**src/rtl/pdua_shift_acc_unit.sv**
```systemverilog
// Multi-cycle shift/rotate accumulator for the PDUA datapath with C/N/P/Z flag update.
// Define SHIFT_BARREL_EN to use a combinational barrel shifter instead of the serial datapath.
module pdua_shift_acc_unit #(
    parameter int MAX_WIDTH   = 8,
    parameter int SHAMT_WIDTH = 3
) (
    input  logic                   clk,
    input  logic                   rst,
    input  logic                   start,
    input  logic [2:0]             selop,
    input  logic [SHAMT_WIDTH-1:0] shamt,
    input  logic                   enaf,
    input  logic [MAX_WIDTH-1:0]   din,
    output logic                   busy,
    output logic                   done,
    output logic [MAX_WIDTH-1:0]   dout,
    output logic                   C,
    output logic                   N,
    output logic                   P,
    output logic                   Z
);

    localparam logic [1:0] ST_IDLE  = 2'd0;
    localparam logic [1:0] ST_SHIFT = 2'd1;
    localparam logic [1:0] ST_DONE  = 2'd2;

    localparam logic [2:0] OP_SLL = 3'd0;
    localparam logic [2:0] OP_SRL = 3'd1;
    localparam logic [2:0] OP_SRA = 3'd2;
    localparam logic [2:0] OP_ROL = 3'd3;
    localparam logic [2:0] OP_ROR = 3'd4;

    logic [1:0]             state;
    logic [MAX_WIDTH-1:0]   acc;
    logic [SHAMT_WIDTH-1:0] cnt;
    logic [2:0]             mode;
    logic                   enaf_l;
    logic                   carry_tmp;

    function automatic logic is_pass(input logic [2:0] op);
        return op > OP_ROR;
    endfunction

    // One 1-bit step; result is {bit leaving the word, shifted word}.
    function automatic logic [MAX_WIDTH:0] step1(input logic [MAX_WIDTH-1:0] a, input logic [2:0] op);
        case (op)
            OP_SLL:  step1 = {a[MAX_WIDTH-1], a[MAX_WIDTH-2:0], 1'b0};
            OP_SRL:  step1 = {a[0], 1'b0, a[MAX_WIDTH-1:1]};
            OP_SRA:  step1 = {a[0], a[MAX_WIDTH-1], a[MAX_WIDTH-1:1]};
            OP_ROL:  step1 = {a[MAX_WIDTH-1], a[MAX_WIDTH-2:0], a[MAX_WIDTH-1]};
            OP_ROR:  step1 = {a[0], a[0], a[MAX_WIDTH-1:1]};
            default: step1 = {1'b0, a};
        endcase
    endfunction

`ifdef SHIFT_BARREL_EN
    localparam int unsigned MAX_SHIFT = (1 << SHAMT_WIDTH) - 1;
    logic [MAX_WIDTH:0] barrel;

    always_comb begin
        barrel = {1'b0, din};
        if (!is_pass(selop)) begin
            for (int unsigned i = 0; i < MAX_SHIFT; i++) begin
                if (i < 32'(shamt)) barrel = step1(barrel[MAX_WIDTH-1:0], selop);
            end
        end
    end
`endif

    assign dout = acc;

    always_ff @(posedge clk) begin
        if (!rst) begin
            state     <= ST_IDLE;
            acc       <= '0;
            cnt       <= '0;
            mode      <= '0;
            enaf_l    <= 1'b0;
            carry_tmp <= 1'b0;
            busy      <= 1'b0;
            done      <= 1'b0;
            C         <= 1'b0;
            N         <= 1'b0;
            P         <= 1'b0;
            Z         <= 1'b0;
        end else begin
            case (state)
                ST_IDLE: begin
                    if (start) begin
                        mode   <= selop;
                        enaf_l <= enaf;
                        busy   <= 1'b1;
                        state  <= ST_SHIFT;
`ifdef SHIFT_BARREL_EN
                        // Full result lands now; the single pass through SHIFT with cnt==0
                        // only places done at edge 1 regardless of shamt.
                        acc       <= barrel[MAX_WIDTH-1:0];
                        carry_tmp <= barrel[MAX_WIDTH];
                        cnt       <= '0;
`else
                        acc       <= din;
                        carry_tmp <= 1'b0;
                        cnt       <= shamt;
`endif
                    end
                end
                ST_SHIFT: begin
                    if (cnt == '0 || is_pass(mode)) begin
                        state <= ST_DONE;
                        done  <= 1'b1;
                        if (enaf_l) begin
                            C <= carry_tmp;
                            N <= acc[MAX_WIDTH-1];
                            P <= ~^acc;
                            Z <= (acc == '0);
                        end
                    end else begin
                        {carry_tmp, acc} <= step1(acc, mode);
                        cnt              <= cnt - 1'b1;
                    end
                end
                ST_DONE: begin
                    done  <= 1'b0;
                    busy  <= 1'b0;
                    state <= ST_IDLE;
                end
                default: begin
                    done  <= 1'b0;
                    busy  <= 1'b0;
                    state <= ST_IDLE;
                end
            endcase
        end
    end

endmodule

```
**config.mk**
```make
export PLATFORM = sky130hd
export DESIGN_NAME = pdua_shift_acc_unit
export DESIGN_NICKNAME = d
export VERILOG_FILES = /design/src/rtl/pdua_shift_acc_unit.sv
export SDC_FILE = /design/constraint.sdc
export NUM_CORES = 1
export LEC_CHECK = 0
export BUFFER_PORTS_ARGS = -buffer_cell sky130_fd_sc_hd__buf_2
export CORE_ASPECT_RATIO = 0.75
export CORE_MARGIN = 4
export CORE_UTILIZATION = 29
export DETAILED_ROUTE_END_ITERATION = 8
export GPL_ROUTABILITY_DRIVEN = 0
export PLACE_DENSITY = 0.49
export SYNTH_ARGS = -nofsm -noshare
export SYNTH_HDL_FRONTEND = slang
export SYNTH_SLANG_ARGS = --single-unit
```
**constraint.sdc**
```tcl
create_clock -name clk -period 3 [get_ports clk]
set_input_delay 0.15 -clock clk [delete_from_list [all_inputs] [get_ports clk]]
set_output_delay 0.15 -clock clk [all_outputs]
set_load 0.05 [all_outputs]
```
==> results.md, run 1 <==
* Setup Slack @ Placement at 1.33 ns
* Post-synth EDFFs at 0
* Crit-path max cell delay at 0.66 ns
* Synth unique cells at 43
* First-pass GRT wire length at 5930 um
* Final setup violation count at 0
* Wire length per cell at 14.7 um
* Hold path depth at 3
* Hold path startpoint: enaf
* Crit. End Element: register
* Final wirelength at 3440 um
* Top cell by count, worst path: a211oi_1
* Max-cap viol count at 0
* Power Total at 0.000859 W
* Reg clk slew, reported paths at 0.08 ns
* CP top delay family: compound AO/OA/AOI/OAI gates
* GRT Total Usage at 12.9%
* Worst-margin pin slew at 0.674 ns
* Crit-path cells: o21ai_2 > a31oi_4 > a211oi_1 > a211oi_1
* Via density at 5.11
* CP required at 3.18 ns
* Nets at 204
* Synth Flop Type: dfxtp_1
* Final HPWL DP at 2570 um
* YS warnings at 0
* Syn avg cell area at 9.26 sq um
* Hold Crit Endpoint: enaf_l
* R2R depth at 4
* Detailed router's first-iteration violation count at 59
* Worst path slowest cell: dfxtp_1
* Final period utilization at 55.6%
* RSZ-0062 raised after global routing: false
* Final worst slack at 1.33 ns
* CP Launch Type: register
* Sequential share of the synthesized area at 34.3%
* Core area at 4570 sq um
* Outcome: finished, final reports clean
* Power Density at 528 nW/um^2
* Initial antenna violation count at 0
* DRC Markers at 0
* Total Die Area at 6010 sq um
* Hold buffers post-CTS at 0
* Achievable Freq at 0.599 GHz
* Post-route cell area at 1630 sq um
* Reg2reg setup slack at 1.33 ns
* Row count at 21
* P_leak at 0.651 nW
* Hold Crit Class: primary input to register
* Synth async-reset ratio at 0%
* Critical R2R Launch: mode[0]
* Final worst hold slack at 0.125 ns
* Vias at 1200
* CTS sink count at 24
* Clock skew at 0.00171 ns
* I/O pin count at 32
* Maximum vdd drop at 0.000225 V
* Max Root-Sink Buffers at 2
* Chip width at 88.2 um
* Die H at 68.1 um
* Crit Path Max Fanout at 15
* Port Buffer Count at 31
* Overflow after GRT at 0
* Vias in the first global route at 1177
* Post-DRT Antenna Nets at 0
* Synthesized instance count at 151
* Drt first pass iters at 4
* Total CTS buffers at 3
* Postcts setup bufs at 0
* CTS root buffer: clkbuf_8
* Slew HR at 55.0%
* Setup CP Type: register to register
* TritonCTS clock tree: done
* Synthesized cell area at 1400 sq um
* Seq cells post-synth at 24
* RR Endpoint: cnt[1]
* CTS H-tree depth at 1
* Post-cts resize count at 0
* Initial Util at 30.6%
* CP bufs+invs at 0
* Final Critical Period at 1.67 ns
* DP Area at 1590 sq um
* Synth top area cells: dfxtp_1, mux2i_1, ha_1
* Setup TNS at 0 ns
* Crit path DAT at 1.85 ns
* Layout area overhead at 16.3%
* Pins Over Slew Limit at 0
* Final Hold Fails at 0
* Inserted Diodes at 0
* Filler cells at 491
* Yosys top cell area share at 34.3%
* Skew-Pair Late Insertion Delay at 0.26 ns
* Layout cell share with drive strength beyond 1 at 25.3%
* Pin count of the biggest net entering global routing at 20
* Cell taking the most area after synthesis: dfxtp_1
* Syn Nets at 175
==> per-layer routing <==
| layer | vias to the layer above | share of wire (%) | global-route usage, % |
|---|---|---|---|
| li1 | 605 | - | - |
| met2 | 31 | 41 | 18.9 |
| met1 | 562 | 52 | 18.2 |
| met3 | 2 | 7.0 | 4.21 |
| met4 | 0 | 0.52 | 3.02 |
| met5 | - | 0 | 0 |
==> Yosys cell counts, drive strengths merged (2+ instances only) <==
| library cell | count |
|---|---|
| o22ai | 4 |
| nand2 | 8 |
| clkbuf | 3 |
| a2bb2oi | 4 |
| nor2b | 2 |
| buf | 5 |
| mux2i | 14 |
| o2bb2ai | 2 |
| nor2 | 9 |
| nand2b | 2 |
| dfxtp | 24 |
| a211oi | 3 |
| o211ai | 4 |
| nand3 | 7 |
| inv | 12 |
| xor2 | 2 |
| a22oi | 6 |
| ha | 6 |
| xnor2 | 2 |
| a31oi | 2 |
| o21ai | 5 |
| o31ai | 4 |
| a21oi | 7 |
| nor3 | 2 |
| nor3b | 3 |
==> worst reg2reg max path: stages, from the launching register on <==
cell and delay [ns]:
dfxtp_1 0.66, o21ai_2 0.16, a31oi_4 0.44, a211oi_1 0.11, a211oi_1 0.21
==> how the worst max path moves through the flow <==
stage / from / cells past startpoint / slack (ns) / end
after floorplan: dout[6] / 5 / 1.36 / P
after global placement: mode[0] / 4 / 1.35 / dout[5]
after detailed placement: mode[0] / 4 / 1.33 / cnt[1]
after CTS: mode[0] / 4 / 1.31 / cnt[1]
after global routing: mode[0] / 4 / 1.18 / cnt[1]
final: mode[0] / 4 / 1.33 / cnt[1]
==> power by group <==
part           leakage [nW]  switching (W)  total (W)  internal (W)
sequential            0.197      0.0000416   0.000388      0.000346
combinational         0.433       0.000170   0.000280      0.000110
clock                0.0216       0.000102   0.000191     0.0000898
==> area by class of cell <==
class | instances | area, sq um | area share (%)
multi-input cells | 107 | 826 | 50.8
flip-flops and latches | 24 | 480 | 29.5
repair buffers | 32 | 163 | 10.0
well taps | 57 | 71.3 | 4.38
inverters | 12 | 45.0 | 2.77
clock buffers | 3 | 41.3 | 2.54
==> layout by cell type (no fill, tap or decap), types with 3 or more instances in the layout <==
cell / count
a22oi_1: 6
nor2_1: 9
a21oi_1: 7
o21ai_1: 4
ha_1: 6
clkbuf_8: 3
a2bb2oi_1: 4
buf_2: 31
inv_1: 12
nand3_1: 7
o31ai_1: 4
dfxtp_1: 24
mux2i_1: 14
nand2_1: 8
o22ai_1: 4
a211oi_1: 3
==> kinds of logic after synthesis <==
kind of cell | Yosys count | synth area share, %
compound gates | 44 | 23.8
mux | 15 | 10.8
buf+inv | 20 | 6.62
flops | 24 | 34.3
xor+xnor | 4 | 3.85
fa+ha+maj | 6 | 5.37
simple gates | 38 | 15.2
==> stage by stage <==
stage | utilization [%] | instances
after detailed placement | 34.7 | 232
after CTS | 35.6 | 235
after global routing | 35.6 | 235
after floorplan | - | 151
after global placement | 34.7 | 232
final | 35.6 | 235
==> registers in the layout (all words and copies together), names as in the netlist, 2 cells and up <==
name   flops
cnt        3
dout       8
mode       3
state      2
Note: power is estimated with default switching activity, not from simulation.
==> run 2: changes to the inputs <==
==> constraint.sdc (replaced) <==
create_clock -name clk -period 1.59 [get_ports clk]
set_input_delay 0.0795 -clock clk [delete_from_list [all_inputs] [get_ports clk]]
set_output_delay 0.0795 -clock clk [all_outputs]
set_load 0.05 [all_outputs]
==> run 2 against run 1 <==
Compared with the run above:
- global-route usage is 0.096 points higher
- via count rose by 5.3%
- setup slack got worse by 1.2 ns
- sequential share of layout area down 2.0 points
- hold slack got worse by 0.080 ns
- flip-flop and latch count did not move
- sequential power increased by 81%
- utilization grew 2.9 points
- register-to-register slack worse by 1.2 ns
- die area unchanged
- largest power group unchanged
==> results.md, run 2 (synthesis gave the netlist of run 1 again) <==
* Final Hold Fails at 0 (unchanged)
* Max reg flops at 8 (unchanged)
* Clock skew at 0.00407 ns (was 0.00171 ns)
* First-pass GRT wire length at 6100 um (was 5930 um)
* TritonCTS clock tree: done (unchanged)
* Hold Crit Class: primary input to register (unchanged)
* Crit Path Max Fanout at 7 (was 15)
* Crit path DAT at 1.62 ns (was 1.85 ns)
* I/O pin count at 32 (unchanged)
* Crit-path cells: xor2_4 > mux2i_1 > a2bb2oi_1 > o22ai_1 (was o21ai_2 > a31oi_4 > a211oi_1 > a211oi_1)
* Setup CP Type: register to register (unchanged)
* Layout area overhead at 25.8% (was 16.3%)
* Initial Util at 30.6% (unchanged)
* CP top delay family: flip-flops (was compound AO/OA/AOI/OAI gates)
* Most frequent cells in the layout: buf_2, dfxtp_1, buf_4 (was buf_2, dfxtp_1, mux2i_1)
* Post-DRT Antenna Nets at 0 (unchanged)
* CP bufs+invs at 0 (unchanged)
* GR Util met3 at 3.97% (was 4.21%)
* Final worst slack at 0.132 ns (was 1.33 ns)
* Vias in the first global route at 1245 (was 1177)
* Achievable Freq at 0.686 GHz (was 0.599 GHz)
* CP required at 1.75 ns (was 3.18 ns)
* Crit-path max cell delay at 0.52 ns (was 0.66 ns)
* Crit. End Element: register (unchanged)
* Global routing usage on met1 at 18.3% (was 18.2%)
* Row count at 21 (unchanged)
* Final HPWL DP at 2800 um (was 2570 um)
* Reg clk slew, reported paths at 0.08 ns (about the same)
* CTS H-tree depth at 1 (unchanged)
* Skew-Pair Late Insertion Delay at 0.27 ns (was 0.26 ns)
* RSZ-0062 raised after global routing: false (unchanged)
* Inserted Diodes at 0 (unchanged)
* Setup TNS at 0 ns (unchanged)
* Initial antenna violation count at 0 (unchanged)
* CTS root buffer: clkbuf_8 (unchanged)
* GRT Total Usage at 13.0% (was 12.9%)
* GRT met2 Usage at 20.1% (was 18.9%)
* Outcome: finished, final reports clean (unchanged)
* Via density at 5.04 (was 5.11)
* Total Die Area at 6010 sq um (unchanged)
* Commonest non-fill, non-tap cell in the layout: buf_2 (unchanged)
* Wire length per cell at 14.5 um (was 14.7 um)
* Nets at 220 (was 204)
* Final period utilization at 91.7% (was 55.6%)
* Maximum vdd drop at 0.000337 V (was 0.000225 V)
* Die H at 68.1 um (unchanged)
* Slew HR at 75.0% (was 55.0%)
* Final worst hold slack at 0.0448 ns (was 0.125 ns)
* CP Launch Type: register (unchanged)
* Port Buffer Count at 31 (unchanged)
* Power Density at 969 nW/um^2 (was 528 nW/um^2)
* Worst path slowest cell: dfxtp_1 (unchanged)
* Chip width at 88.2 um (unchanged)
* Pins Over Slew Limit at 0 (unchanged)
* Drt first pass iters at 4 (unchanged)
* GR peak layer: met2 (unchanged)
* Pin count of the biggest net entering global routing at 19 (was 20)
* P_leak at 0.734 nW (was 0.651 nW)
* Vias at 1264 (was 1200)
* Max-cap viol count at 0 (unchanged)
* DRC Markers at 0 (unchanged)
* Total CTS buffers at 3 (unchanged)
* Final setup violation count at 0 (unchanged)
* Setup Slack @ Placement at 0.0858 ns (was 1.33 ns)
* Layout cell share with drive strength beyond 1 at 33.5% (was 25.3%)
* CTS sink count at 24 (unchanged)
* Core area at 4570 sq um (unchanged)
* Final Critical Period at 1.46 ns (was 1.67 ns)
* Max Root-Sink Buffers at 2 (unchanged)
* Detailed router's first-iteration violation count at 60 (was 59)
* Worst-margin pin slew at 0.373 ns (was 0.674 ns)
* Overflow after GRT at 0 (unchanged)
* Final wirelength at 3630 um (was 3440 um)
## run 2: cell count changes in the layout (fill, tap and decap cells not counted), sizes merged
cell / delta
buf: +16
## run 2: worst paths after layout
kind,from,end,slack (ns),cells after the start
hold / removal,enaf,enaf_l,0.04,3
setup reg to reg,mode[1],dout[5],0.13,4
hold reg to reg,C,C,0.47,2
setup / recovery,mode[1],dout[5],0.13,4
## run 2: worst reg2reg max path: stages (launching register included)
cell,delay (ns)
dfxtp_1,0.52
xor2_4,0.33
mux2i_1,0.24
a2bb2oi_1,0.17
o22ai_1,0.09
## run 2: routing by layer
| layer | part of all wire [%] | routed length (um) | up-vias |
|---|---|---|---|
| met5 | 0 | 0 | - |
| met1 | 51 | 1840 | 600 |
| met4 | 0.44 | 16 | 0 |
| met2 | 43 | 1550 | 27 |
| li1 | - | - | 635 |
| met3 | 6.2 | 225 | 2 |
## run 2: what timing repair did
action / in CTS / in global routing
hold buffers: 0 / 0
gates resized for setup: 0 / 3
endpoints found under the setup margin: 0 / 9
setup buffers: 0 / 1
## run 2: final cells by class
type	instances	area, sq um
Fill cell	481	2810
Clock buffer	3	41.3
Timing Repair Buffer	48	283
Inverter	12	45.0
Tap cell	57	71.3
Multi-Input combinational cell	107	835
Sequential cell	24	484
## run 2: stage by stage
stage / power, W / utilization (%) / instances / area, sq um
after floorplan: 0.00116 / - / 151 / 1400
after global placement: 0.00132 / 37.2 / 247 / 1700
after detailed placement: 0.00134 / 37.2 / 247 / 1700
after CTS: 0.00172 / 38.1 / 250 / 1740
after global routing: 0.00182 / 38.5 / 251 / 1760
final: 0.00170 / 38.5 / 251 / 1760
## run 2: power by group
group          internal, W  leakage [nW]  switching (W)
Combinational     0.000265         0.514       0.000371
Clock             0.000170        0.0216       0.000196
Sequential        0.000655         0.198      0.0000468
